[src/rtl/sprite_anim_ctrl_pkg.sv]
// ---------------------------------------------------------------------------
// sprite_anim_ctrl_pkg
// Shared encodings and constants for the player sprite animation path.
//   - anim_sel / FSM state encodings (STAND, RUN, JUMP, HURT)
//   - player_state and game_state input encodings
//   - sprite geometry and FRAME_WORDS (ROM words per animation frame)
//   - TRANSPARENT colour key, reused by the image renderer
//   - anim_request(): maps a raw player_state onto the animation it selects
// ---------------------------------------------------------------------------
package sprite_anim_ctrl_pkg;

    // Animation / FSM state encodings, identical to the anim_sel output code
    localparam logic [1:0] ANIM_STAND = 2'd0;
    localparam logic [1:0] ANIM_RUN   = 2'd1;
    localparam logic [1:0] ANIM_JUMP  = 2'd2;
    localparam logic [1:0] ANIM_HURT  = 2'd3;

    // player_state input encodings
    localparam logic [3:0] PS_STAND = 4'd0;
    localparam logic [3:0] PS_RUN   = 4'd1;
    localparam logic [3:0] PS_JUMP  = 4'd2;
    localparam logic [3:0] PS_HURT  = 4'd3;

    // game_state input encodings; anything else is treated as inactive
    localparam logic [3:0] GS_PLAY  = 4'd1;
    localparam logic [3:0] GS_PAUSE = 4'd2;

    // Default sprite geometry and the resulting ROM stride per frame
    localparam int         PLAYER_SIZE_X_DEF = 37;
    localparam int         PLAYER_SIZE_Y_DEF = 42;
    localparam logic [15:0] FRAME_WORDS      = 16'(PLAYER_SIZE_X_DEF * PLAYER_SIZE_Y_DEF);

    // Colour key the renderer treats as see-through
    localparam logic [23:0] TRANSPARENT = 24'hFF0096;

    // Divider counter width: holds tick counts up to 63
    localparam int DIV_W = 6;

    // Unknown player states fall back to the standing animation
    function automatic logic [1:0] anim_request(input logic [3:0] ps);
        logic [1:0] sel;
        case (ps)
            PS_STAND: sel = ANIM_STAND;
            PS_RUN:   sel = ANIM_RUN;
            PS_JUMP:  sel = ANIM_JUMP;
            PS_HURT:  sel = ANIM_HURT;
            default:  sel = ANIM_STAND;
        endcase
        return sel;
    endfunction

endpackage

[src/rtl/sprite_anim_ctrl_anim_frame_counter.sv]
// ---------------------------------------------------------------------------
// anim_frame_counter
// Tick divider plus frame counter for one animation sequence.
//   VGA_clk, rst   : clock, asynchronous active-high reset
//   tick           : advance request (already qualified by the caller)
//   restart        : return to frame 0, divider 0, done 0 (wins over tick)
//   div            : ticks per frame; compared against the running divider
//                    every tick, so a shorter div takes effect immediately
//   n_frames       : frames in the sequence (1..8)
//   saturate       : 1 = stop on the last frame and raise done, 0 = wrap
//   frame          : registered frame index
//   frame_nxt      : value frame takes at the next edge (lets the parent
//                    register derived values in step with frame)
//   done           : registered, high while saturated on the last frame
// ---------------------------------------------------------------------------
module anim_frame_counter
    import sprite_anim_ctrl_pkg::*;
(
    input  logic             VGA_clk,
    input  logic             rst,
    input  logic             tick,
    input  logic             restart,
    input  logic [DIV_W-1:0] div,
    input  logic [3:0]       n_frames,
    input  logic             saturate,
    output logic [2:0]       frame,
    output logic [2:0]       frame_nxt,
    output logic             done
);

    logic [DIV_W-1:0] div_cnt_r;
    logic [DIV_W-1:0] div_nxt_s;
    logic [2:0]       frame_r;
    logic             done_r;
    logic             done_nxt_s;
    logic [3:0]       last_frame_s;
    logic             at_last_s;

    // Next-state logic for divider, frame and done flag
    always_comb begin
        frame_nxt    = frame_r;
        div_nxt_s    = div_cnt_r;
        done_nxt_s   = done_r;
        last_frame_s = n_frames - 4'd1;
        at_last_s    = ({1'b0, frame_r} >= last_frame_s);
        if (restart) begin
            frame_nxt  = 3'd0;
            div_nxt_s  = '0;
            done_nxt_s = 1'b0;
        end else if (tick && !(saturate && done_r)) begin
            // >= rather than == so a mid-sequence drop in div that leaves
            // the divider past the new limit still advances right away
            if (div_cnt_r >= (div - DIV_W'(1))) begin
                div_nxt_s = '0;
                if (at_last_s) begin
                    if (saturate) begin
                        frame_nxt  = frame_r;
                        done_nxt_s = 1'b1;
                    end else begin
                        frame_nxt  = 3'd0;
                        done_nxt_s = done_r;
                    end
                end else begin
                    frame_nxt = frame_r + 3'd1;
                    if (saturate && (({1'b0, frame_r} + 4'd1) == last_frame_s)) begin
                        done_nxt_s = 1'b1;
                    end else begin
                        done_nxt_s = done_r;
                    end
                end
            end else begin
                div_nxt_s = div_cnt_r + DIV_W'(1);
            end
        end else begin
            // no tick, or frozen on the saturated last frame
            frame_nxt  = frame_r;
            div_nxt_s  = div_cnt_r;
            done_nxt_s = done_r;
        end
    end

    // Counter state registers
    always_ff @(posedge VGA_clk or posedge rst) begin
        if (rst) begin
            div_cnt_r <= '0;
            frame_r   <= 3'd0;
            done_r    <= 1'b0;
        end else begin
            div_cnt_r <= div_nxt_s;
            frame_r   <= frame_nxt;
            done_r    <= done_nxt_s;
        end
    end

    assign frame = frame_r;
    assign done  = done_r;

endmodule

[src/rtl/sprite_anim_ctrl.sv]
// ---------------------------------------------------------------------------
// sprite_anim_ctrl
// Chooses the player sprite animation and frame once per video frame so the
// sprite ROM address only changes during vblank.
//   VGA_clk, rst  : pixel clock, asynchronous active-high reset
//   frame_tick    : one-cycle pulse at start of vblank
//   game_state    : 1 = play, 2 = pause (hold), other = inactive (clear)
//   player_state  : 0 stand, 1 run, 2 jump, 3 hurt, other = stand
//   player_dir    : facing direction, latched into flip on play ticks
//   speed         : horizontal speed magnitude, selects slow/fast run rate
//   anim_sel      : current animation (FSM state)
//   frame_idx     : frame within the current animation
//   rom_base      : frame_idx * PLAYER_SIZE_X * PLAYER_SIZE_Y
//   flip          : latched player_dir
//   anim_done     : high while hurt is held on its last frame
// ---------------------------------------------------------------------------
module sprite_anim_ctrl
    import sprite_anim_ctrl_pkg::*;
#(
    parameter int PLAYER_SIZE_X = PLAYER_SIZE_X_DEF,
    parameter int PLAYER_SIZE_Y = PLAYER_SIZE_Y_DEF,
    parameter int RUN_FRAMES    = 4,
    parameter int JUMP_FRAMES   = 4,
    parameter int HURT_FRAMES   = 2,
    parameter int IDLE_DIV      = 32,
    parameter int RUN_DIV_SLOW  = 8,
    parameter int RUN_DIV_FAST  = 4,
    parameter int SPEED_THRESH  = 4
)(
    input  logic        VGA_clk,
    input  logic        rst,
    input  logic        frame_tick,
    input  logic [3:0]  game_state,
    input  logic [3:0]  player_state,
    input  logic        player_dir,
    input  logic [7:0]  speed,
    output logic [1:0]  anim_sel,
    output logic [2:0]  frame_idx,
    output logic [15:0] rom_base,
    output logic        flip,
    output logic        anim_done
);

    localparam logic [15:0] FRAME_WORDS_C = 16'(PLAYER_SIZE_X * PLAYER_SIZE_Y);

    // Legacy-compatible FSM state constants (same codes as anim_sel)
    localparam logic [1:0] ST_STAND = ANIM_STAND;
    localparam logic [1:0] ST_RUN   = ANIM_RUN;
    localparam logic [1:0] ST_JUMP  = ANIM_JUMP;
    localparam logic [1:0] ST_HURT  = ANIM_HURT;

    logic [1:0]       state_r;
    logic [1:0]       state_nxt_s;
    logic [1:0]       req_s;
    logic             play_s;
    logic             inactive_s;
    logic             play_tick_s;
    logic             cnt_restart_s;
    logic             cnt_tick_s;
    logic [DIV_W-1:0] div_s;
    logic [3:0]       n_frames_s;
    logic             saturate_s;
    logic [2:0]       frame_s;
    logic [2:0]       frame_nxt_s;
    logic             done_s;
    logic [15:0]      rom_base_r;
    logic             flip_r;

    // Request decode, FSM next state and counter control
    always_comb begin
        req_s       = anim_request(player_state);
        play_s      = (game_state == GS_PLAY);
        inactive_s  = (game_state != GS_PLAY) && (game_state != GS_PAUSE);
        play_tick_s = frame_tick && play_s;
        // An animation change restarts the sequence; re-requesting the
        // current one (e.g. HURT while hurt) just keeps counting
        cnt_restart_s = inactive_s || (play_tick_s && (req_s != state_r));
        cnt_tick_s    = play_tick_s && (req_s == state_r);
        if (inactive_s) begin
            state_nxt_s = ST_STAND;
        end else if (play_tick_s) begin
            state_nxt_s = req_s;
        end else begin
            state_nxt_s = state_r;
        end
    end

    // Per-animation rate, length and end behaviour; speed is sampled live
    always_comb begin
        div_s      = DIV_W'(IDLE_DIV);
        n_frames_s = 4'd2;
        saturate_s = 1'b0;
        case (state_r)
            ST_STAND: begin
                div_s      = DIV_W'(IDLE_DIV);
                n_frames_s = 4'd2;
                saturate_s = 1'b0;
            end
            ST_RUN: begin
                if (speed >= 8'(SPEED_THRESH)) begin
                    div_s = DIV_W'(RUN_DIV_FAST);
                end else begin
                    div_s = DIV_W'(RUN_DIV_SLOW);
                end
                n_frames_s = 4'(RUN_FRAMES);
                saturate_s = 1'b0;
            end
            ST_JUMP: begin
                div_s      = DIV_W'(RUN_DIV_FAST);
                n_frames_s = 4'(JUMP_FRAMES);
                saturate_s = 1'b0;
            end
            ST_HURT: begin
                div_s      = DIV_W'(RUN_DIV_FAST);
                n_frames_s = 4'(HURT_FRAMES);
                saturate_s = 1'b1;
            end
            default: begin
                div_s      = DIV_W'(IDLE_DIV);
                n_frames_s = 4'd2;
                saturate_s = 1'b0;
            end
        endcase
    end

    anim_frame_counter u_frame_counter (
        .VGA_clk   (VGA_clk),
        .rst       (rst),
        .tick      (cnt_tick_s),
        .restart   (cnt_restart_s),
        .div       (div_s),
        .n_frames  (n_frames_s),
        .saturate  (saturate_s),
        .frame     (frame_s),
        .frame_nxt (frame_nxt_s),
        .done      (done_s)
    );

    // FSM state, flip latch and ROM base, all updated together with the frame
    always_ff @(posedge VGA_clk or posedge rst) begin
        if (rst) begin
            state_r    <= ST_STAND;
            flip_r     <= 1'b0;
            rom_base_r <= 16'd0;
        end else begin
            state_r    <= state_nxt_s;
            rom_base_r <= 16'(frame_nxt_s) * FRAME_WORDS_C;
            if (play_tick_s) begin
                flip_r <= player_dir;
            end else begin
                flip_r <= flip_r;
            end
        end
    end

    assign anim_sel  = state_r;
    assign frame_idx = frame_s;
    assign rom_base  = rom_base_r;
    assign flip      = flip_r;
    assign anim_done = done_s;

endmodule

[config.mk]
export PLATFORM = sky130hd
export DESIGN_NAME = sprite_anim_ctrl
export DESIGN_NICKNAME = d
export VERILOG_FILES = /design/src/rtl/sprite_anim_ctrl_pkg.sv /design/src/rtl/sprite_anim_ctrl_anim_frame_counter.sv /design/src/rtl/sprite_anim_ctrl.sv
export SDC_FILE = /design/constraint.sdc
export NUM_CORES = 1
export LEC_CHECK = 0
export CAP_MARGIN = 20
export CELL_PAD_IN_SITES_DETAIL_PLACEMENT = 1
export CELL_PAD_IN_SITES_GLOBAL_PLACEMENT = 2
export CORE_ASPECT_RATIO = 2
export CORE_MARGIN = 1.5
export CORE_UTILIZATION = 37
export DETAILED_ROUTE_END_ITERATION = 6
export DONT_BUFFER_PORTS = 1
export GPL_ROUTABILITY_DRIVEN = 0
export PLACE_DENSITY = 0.86
export SKIP_CTS_REPAIR_TIMING = 1
export SYNTH_ARGS = -nofsm -noshare
export SYNTH_HDL_FRONTEND = slang
export SYNTH_SLANG_ARGS = --single-unit
[constraint.sdc]
create_clock -name VGA_clk -period 4.3 [get_ports VGA_clk]
set_clock_uncertainty 0.05 [all_clocks]
set_input_delay 0.86 -clock VGA_clk [delete_from_list [all_inputs] [get_ports VGA_clk]]
set_output_delay 0.86 -clock VGA_clk [all_outputs]
set_load 0.05 [all_outputs]
==> summary.txt, run 1 <==
Timing
  – Final Slew Violations: 0
  – Setup-failing EPs final: 0
  – RSZ-0062 raised after global routing: false
  – Slew of the pin with the lowest slew margin: 798 ps
  – Hold slack: 432 ps
  – Final hold vios: 0
  – Min Tclk post-route: 3830 ps
  – Max Clock Freq: 0.261 GHz
  – Setup TNS: 0 ps
  – Slew headroom: 0.468
  – Period utilisation layout: 0.890

Global route
  – Met3 usage: 0.0313
  – GRT Total Usage: 0.165
  – GRT met1 Usage: 0.146
  – Initial antenna violation count: 0
  – First-pass GRT wire length: 4770 um
  – Largest net degree at the start of global routing: 18
  – Met2 GRT Util: 0.327
  – Vias in the first global route: 1115
  – Busiest layer in global routing: met2
  – Grt total ovfl: 0

Clock tree
  – Clock Latency Late Sink: 250 ps
  – Clock transition at the registers of the reported paths: 70 ps
  – CTS tree: built
  – Clock sink count: 17
  – H-tree levels: 1
  – Total CTS buffers: 3
  – Root Buffer: clkbuf_8
  – CTS max path bufs: 2

Cells and area
  – FF/Latch Area: 428 um2
  – ANT cells: 0
  – Share of cells above drive strength 1: 0.153
  – Syn-to-layout area delta: 3.57%
  – Layout fillers: 387
  – Nets: between 150 and 200
  – Commonest non-fill, non-tap cell in the layout: ha_1
  – Non-Filler Instances: 163
  – Commonest cells after routing, fill and taps aside: ha_1, dfrtp_1, nor2_1
  – Multi-input logic area: 761 um2

Min path
  – Hold Crit Class: flip-flop to flip-flop
  – Hold path depth: 1

Critical path
  – Family with the most delay on the worst path: compound AO/OA/AOI/OAI gates
  – Crit path depth: 14
  – CP Capture Type: flip-flop
  – Worst endpoint required time: about 4400 ps
  – Cell mode on critical path: ha_1
  – Worst-path fanout max: 4
  – CP Class: input pin to flip-flop
  – Slowest-stage cell, CP: or4_1
  – Largest stage delay, worst path: between 500 and 600 ps
  – CP cell instances: or4_1, o31ai_1, a21oi_1, ha_1, a211oi_1, o21a_1, a211oi_2, nand3_1, a21o_1, ha_1, inv_1, ha_1, ha_1, or2_2
  – R2R cell count: 16
  – CP arrival: 3910 ps
  – Worst path buffer plus inverter count: 1
  – Worst setup SP type: input pin

Route
  – Detailed Route WL: 2820 um
  – Antenna Nets Post-Route: 0
  – DR vias/cell: 5.99
  – Vias: between 900 and 1000
  – Iteration-0 DRC Markers: 7
  – DRC violation count after routing: 0
  – Routed length per instance: between 15 and 20 um
  – Drt pass-1 iters: 4

Pwr
  – Maximum vdd drop: 0.177 mV
  – PwrDens: ~240 nW/um2
  – Leakage: between 0.0006 and 0.0007 uW

Yosys
  – Flops & latches, synth: 17
  – Seq/Total Area, Yosys: 0.328
  – Syn Inst Count: 131
  – Post-synth cell types: 42
  – Synthesis Warnings: 0
  – Avg Cell Area, Syn: just under 10 um2
  – Synth Cell Area: 1300 um2

Place
  – # placed instances: 159
  – HPWL after detailed placement: 2440 um
  – Port Buf Inserts: 0

Job
  – Max cap viols: 0

Die
  – # IOs: between 40 and 50
  – Initial core utilization: 0.384
  – Core area: between 3000 and 4000 um2
  – Die X: 44.9 um
  – # rows: 30
  – Die Area: between 3000 and 4000 um2
  – Die Span Y: roughly 87 um

Outcome
  – Outcome: complete, no violations
state kept, by name, summed over array words and instances (netlist names):
| signal | count |
|---|---|
| u_frame_counter.div_cnt_r | 6 |
| rom_base | 5 |
| anim_sel | 2 |
| u_frame_counter.frame | 2 |
| flip | 1 |
| u_frame_counter.done | 1 |
layout make-up:
| class | count | share of cell area |
|---|---|---|
| multi-input combinational | 97 | 0.567 |
| clock inverter | 1 | 0.00373 |
| sequential | 17 | 0.319 |
| tap | 32 | 0.0298 |
| timing repair buffer | 5 | 0.0280 |
| inverter | 8 | 0.0224 |
| clock buffer | 3 | 0.0308 |
logic make-up (layout without fill, tap and decap cells):
kind of cell | count (synthesis) | after routing | synth area share
AO/OA/AOI/OAI | 35 | 35 | 0.216
AND/OR/NAND/NOR | 35 | 35 | 0.151
buffers and inverters | 21 | 17 | 0.0965
adder cells (fa/ha/maj) | 17 | 17 | 0.170
flip-flops | 17 | 17 | 0.328
XOR/XNOR | 4 | 4 | 0.0270
other | 1 | 5 | 0.00289
multiplexers | 1 | 1 | 0.00869
worst paths after layout:
| path | startpoint | end | slack [ps] |
|---|---|---|---|
| max reg2reg | anim_sel[0] | rom_base[13] | 740 |
| max | speed[7] | rom_base[13] | 470 |
| min reg2reg | u_frame_counter.div_cnt_r[5] | u_frame_counter.div_cnt_r[5] | 430 |
| min in group asynchronous | rst | u_frame_counter.div_cnt_r[1] | 530 |
| max in group asynchronous | rst | u_frame_counter.frame[1] | 3200 |
| min | u_frame_counter.div_cnt_r[5] | u_frame_counter.div_cnt_r[5] | 430 |
metrics by stage:
stage / power, uW / util / setup WS [ps] / cell area (um2)
2_1_floorplan: 203 / - / 355 / 1310
3_3_place_gp: 203 / 0.384 / 269 / 1300
3_5_place_dp: 204 / 0.384 / 182 / 1300
4_1_cts: 322 / 0.397 / 438 / 1340
5_1_grt: 333 / 0.397 / 279 / 1340
6_report: 317 / 0.397 / 473 / 1340
power by group:
group | internal [uW] | switching (uW)
logic | 6.65 | 22.4
registers | 162 | 9.46
clock network | 64.2 | 52.6
synthesized netlist by cell type:
library cell   n  area share
a32o_1         2       0.015
a21o_1         2       0.012
o21ai_1        2      0.0077
a211oi_1       4       0.023
xnor2_1        2       0.014
or4_1          1      0.0058
and4bb_4       1       0.013
or3_1          1      0.0048
nor2b_1        2      0.0097
and3b_1        1      0.0068
o31ai_2        1      0.0097
nor2_1         9       0.026
nand3_1        6       0.023
o31a_1         1      0.0068
xor2_1         2       0.014
o21a_1         1      0.0058
o211ai_1       1      0.0058
nand3b_1       1      0.0058
dfrtp_1       17        0.33
a31oi_1        1      0.0048
a21oi_1        5       0.019
nand2b_1       1      0.0048
inv_1          8       0.023
or2_2          1      0.0048
a31o_2         1      0.0068
buf_2          1      0.0039
o21ai_0        4       0.015
a22oi_4        1       0.016
and2_1         2      0.0097
a31oi_2        1      0.0097
a22o_1         2       0.014
ha_1          16        0.15
o31ai_1        2       0.012
buf_4         12       0.070
a211oi_2       2       0.019
nand2_1        4       0.012
conb_1         1      0.0029
fa_1           1       0.015
a211o_1        2       0.014
mux2_2         1      0.0087
and4bb_1       1      0.0097
nor3_1         4       0.015
metal layers:
layer,vias to the layer above,share of wire
met5,-,0
met4,0,0.024
met3,8,0.050
met2,26,0.60
met1,486,0.32
li1,457,-
Note: power is estimated with default switching activity, not from simulation.
==> run 2: changes to the inputs <==
Settings changed: ABC_CLOCK_PERIOD_IN_PS set to 4300.
==> results of run 2 <==
No change in the layout: final DEF, timing and power equal those of run 1.
==> run 3: changes to the inputs <==
Settings changed: GPL_TIMING_DRIVEN set to 0.
==> summary.txt, run 3 (synthesis results as in run 1) <==
Outcome
  – Outcome: complete, no violations

Critical path
  – Worst-path fanout max: 7 (+3)
  – CP arrival: 4140 ps (+230 ps)
  – CP cell instances: or4_1, o31ai_1, a21oi_1, ha_1, a211oi_1, o21a_1, a211oi_2, nand3_1, a21o_1, ha_1, inv_1, ha_1, ha_1, or2_2
  – Crit path depth: 14 (unchanged)
  – Capturing point of the worst reg2reg path: rom_base[13]
  – Reg-to-reg startpoint: anim_sel[0]
  – CP endpoint: rom_base[13]
  – Worst endpoint required time: 4390 ps (about the same)
  – Worst path buffer plus inverter count: 1 (unchanged)
  – Cell mode on critical path: ha_1
  – CP startpoint: speed[7]
  – Reg2reg setup slack: 320 ps (-420 ps)
  – Largest stage delay, worst path: 510 ps (about the same)
  – CP Capture Type: flip-flop
  – Family with the most delay on the worst path: compound AO/OA/AOI/OAI gates
  – Slowest-stage cell, CP: or4_1
  – CP Class: input pin to flip-flop
  – Worst setup SP type: input pin
  – R2R cell count: 15 (-1)

Route
  – Routed length per instance: 16.7 um (-3.1%)
  – Iteration-0 DRC Markers: 11 (+4)
  – Vias: 1004 (+2.8%)
  – Detailed Route WL: 2860 um (+1.7%)
  – DRC violation count after routing: 0 (unchanged)
  – DR vias/cell: 5.87 (-2.0%)
  – Drt pass-1 iters: 4 (unchanged)
  – Antenna Nets Post-Route: 0 (unchanged)

Global route
  – Initial antenna violation count: 0 (unchanged)
  – Grt total ovfl: 0 (unchanged)
  – Largest net degree at the start of global routing: 18 (unchanged)
  – Vias in the first global route: 1063 (-4.7%)
  – GRT Total Usage: 0.163 (-0.00178)
  – First-pass GRT wire length: 4650 um (-2.5%)

Cells and area
  – Top reg by flops: u_frame_counter.div_cnt_r
  – Layout fillers: 393 (+1.6%)
  – Commonest non-fill, non-tap cell in the layout: dfrtp_1
  – Syn-to-layout area delta: 7.82%
  – Multi-input logic area: 761 um2 (unchanged)
  – Max FFs per register: 6 (unchanged)
  – Fin area: 1400 um2 (+4.1%)
  – Nets: 177 (+4.7%)
  – Share of cells above drive strength 1: 0.187 (+0.0344)
  – Commonest cells after routing, fill and taps aside: dfrtp_1, ha_1, buf_4
  – FF/Latch Area: 425 um2 (-0.58%)
  – ANT cells: 0 (unchanged)

Die
  – Die Area: 3890 um2 (unchanged)
  – Initial core utilization: 0.384 (unchanged)
  – Die X: 44.9 um (unchanged)
  – # rows: 30 (unchanged)
  – Die Span Y: 86.7 um (unchanged)
  – # IOs: 43 (unchanged)
  – Core area: 3380 um2 (unchanged)

Timing
  – Max Clock Freq: 0.247 GHz (-5.5%)
  – Slew of the pin with the lowest slew margin: 711 ps (-86.8 ps)
  – Setup TNS: 0 ps (unchanged)
  – Final Slew Violations: 0 (unchanged)
  – Min Tclk post-route: 4050 ps (+225 ps)
  – Setup-failing EPs final: 0 (unchanged)
  – Slew headroom: 0.526 (+0.0579)
  – Period utilisation layout: 0.942 (+0.0523)
  – Final hold vios: 0 (unchanged)
  – RSZ-0062 raised after global routing: false
  – Hold slack: 434 ps (+2.39 ps)

Clock tree
  – Total CTS buffers: 3 (unchanged)
  – Root Buffer: clkbuf_8
  – H-tree levels: 1 (unchanged)
  – CTS max path bufs: 2 (unchanged)
  – Clock Latency Late Sink: 260 ps (about the same)
  – Clock transition at the registers of the reported paths: 60 ps (about the same)
  – CTS tree: built
  – Clock sink count: 17 (unchanged)

Place
  – HPWL after detailed placement: 2420 um (-0.71%)
  – Port Buf Inserts: 0 (unchanged)
  – Dpl cell area: 1350 um2 (+4.2%)

Pwr
  – Leakage: 0.000712 uW (+7.1%)
  – Maximum vdd drop: 0.174 mV (-1.7%)
  – Overall Power: 324 uW (+2.0%)
  – PwrDens: 232 nW/um2 (-2.0%)

Min path
  – Hold Crit Class: flip-flop to flip-flop

Job
  – Max cap viols: 0 (unchanged)
-- run 3: layout make-up --
class	count	share of cell area
Sequential cell	17	0.304
Tap cell	32	0.0286
Multi-Input combinational cell	97	0.544
Clock inverter	1	0.00358
Clock buffer	3	0.0295
Buffer	13	0.0680
Inverter	8	0.0215
-- run 3: worst min-delay path by stage --
stage / start / cells past startpoint / slack [ps] / to
finish: u_frame_counter.div_cnt_r[5] / 1 / 430 / u_frame_counter.div_cnt_r[5]
global route: u_frame_counter.div_cnt_r[5] / 1 / 450 / u_frame_counter.div_cnt_r[5]
CTS: u_frame_counter.div_cnt_r[5] / 1 / 440 / u_frame_counter.div_cnt_r[5]
detailed placement: u_frame_counter.div_cnt_r[5] / 1 / 420 / u_frame_counter.div_cnt_r[5]
global placement: u_frame_counter.div_cnt_r[5] / 1 / 420 / u_frame_counter.div_cnt_r[5]
floorplan: u_frame_counter.div_cnt_r[5] / 1 / 400 / u_frame_counter.div_cnt_r[5]
-- run 3: report_power, final --
group / leakage, uW / internal [uW] / switching (uW) / total (uW)
Combinational: 0.000450 / 9.76 / 22.6 / 32.4
Sequential: 0.000236 / 162 / 9.74 / 172
Clock: 0.0000255 / 64.4 / 55.3 / 120
-- run 3: layer usage --
metal,global-route usage,vias to the layer above,part of all wire
met3,0.0271,5,0.035
met2,0.308,22,0.59
met1,0.167,502,0.36
met5,0,-,0
met4,0.0642,0,0.017
li1,-,475,-
-- run 3: through the flow --
stage	std cells	setup WS, ps	util
global route	171	62.0	0.414
CTS	171	232	0.414
global placement	167	72.8	0.400
finish	171	248	0.414
detailed placement	167	-31.7	0.400
floorplan	135	355	-
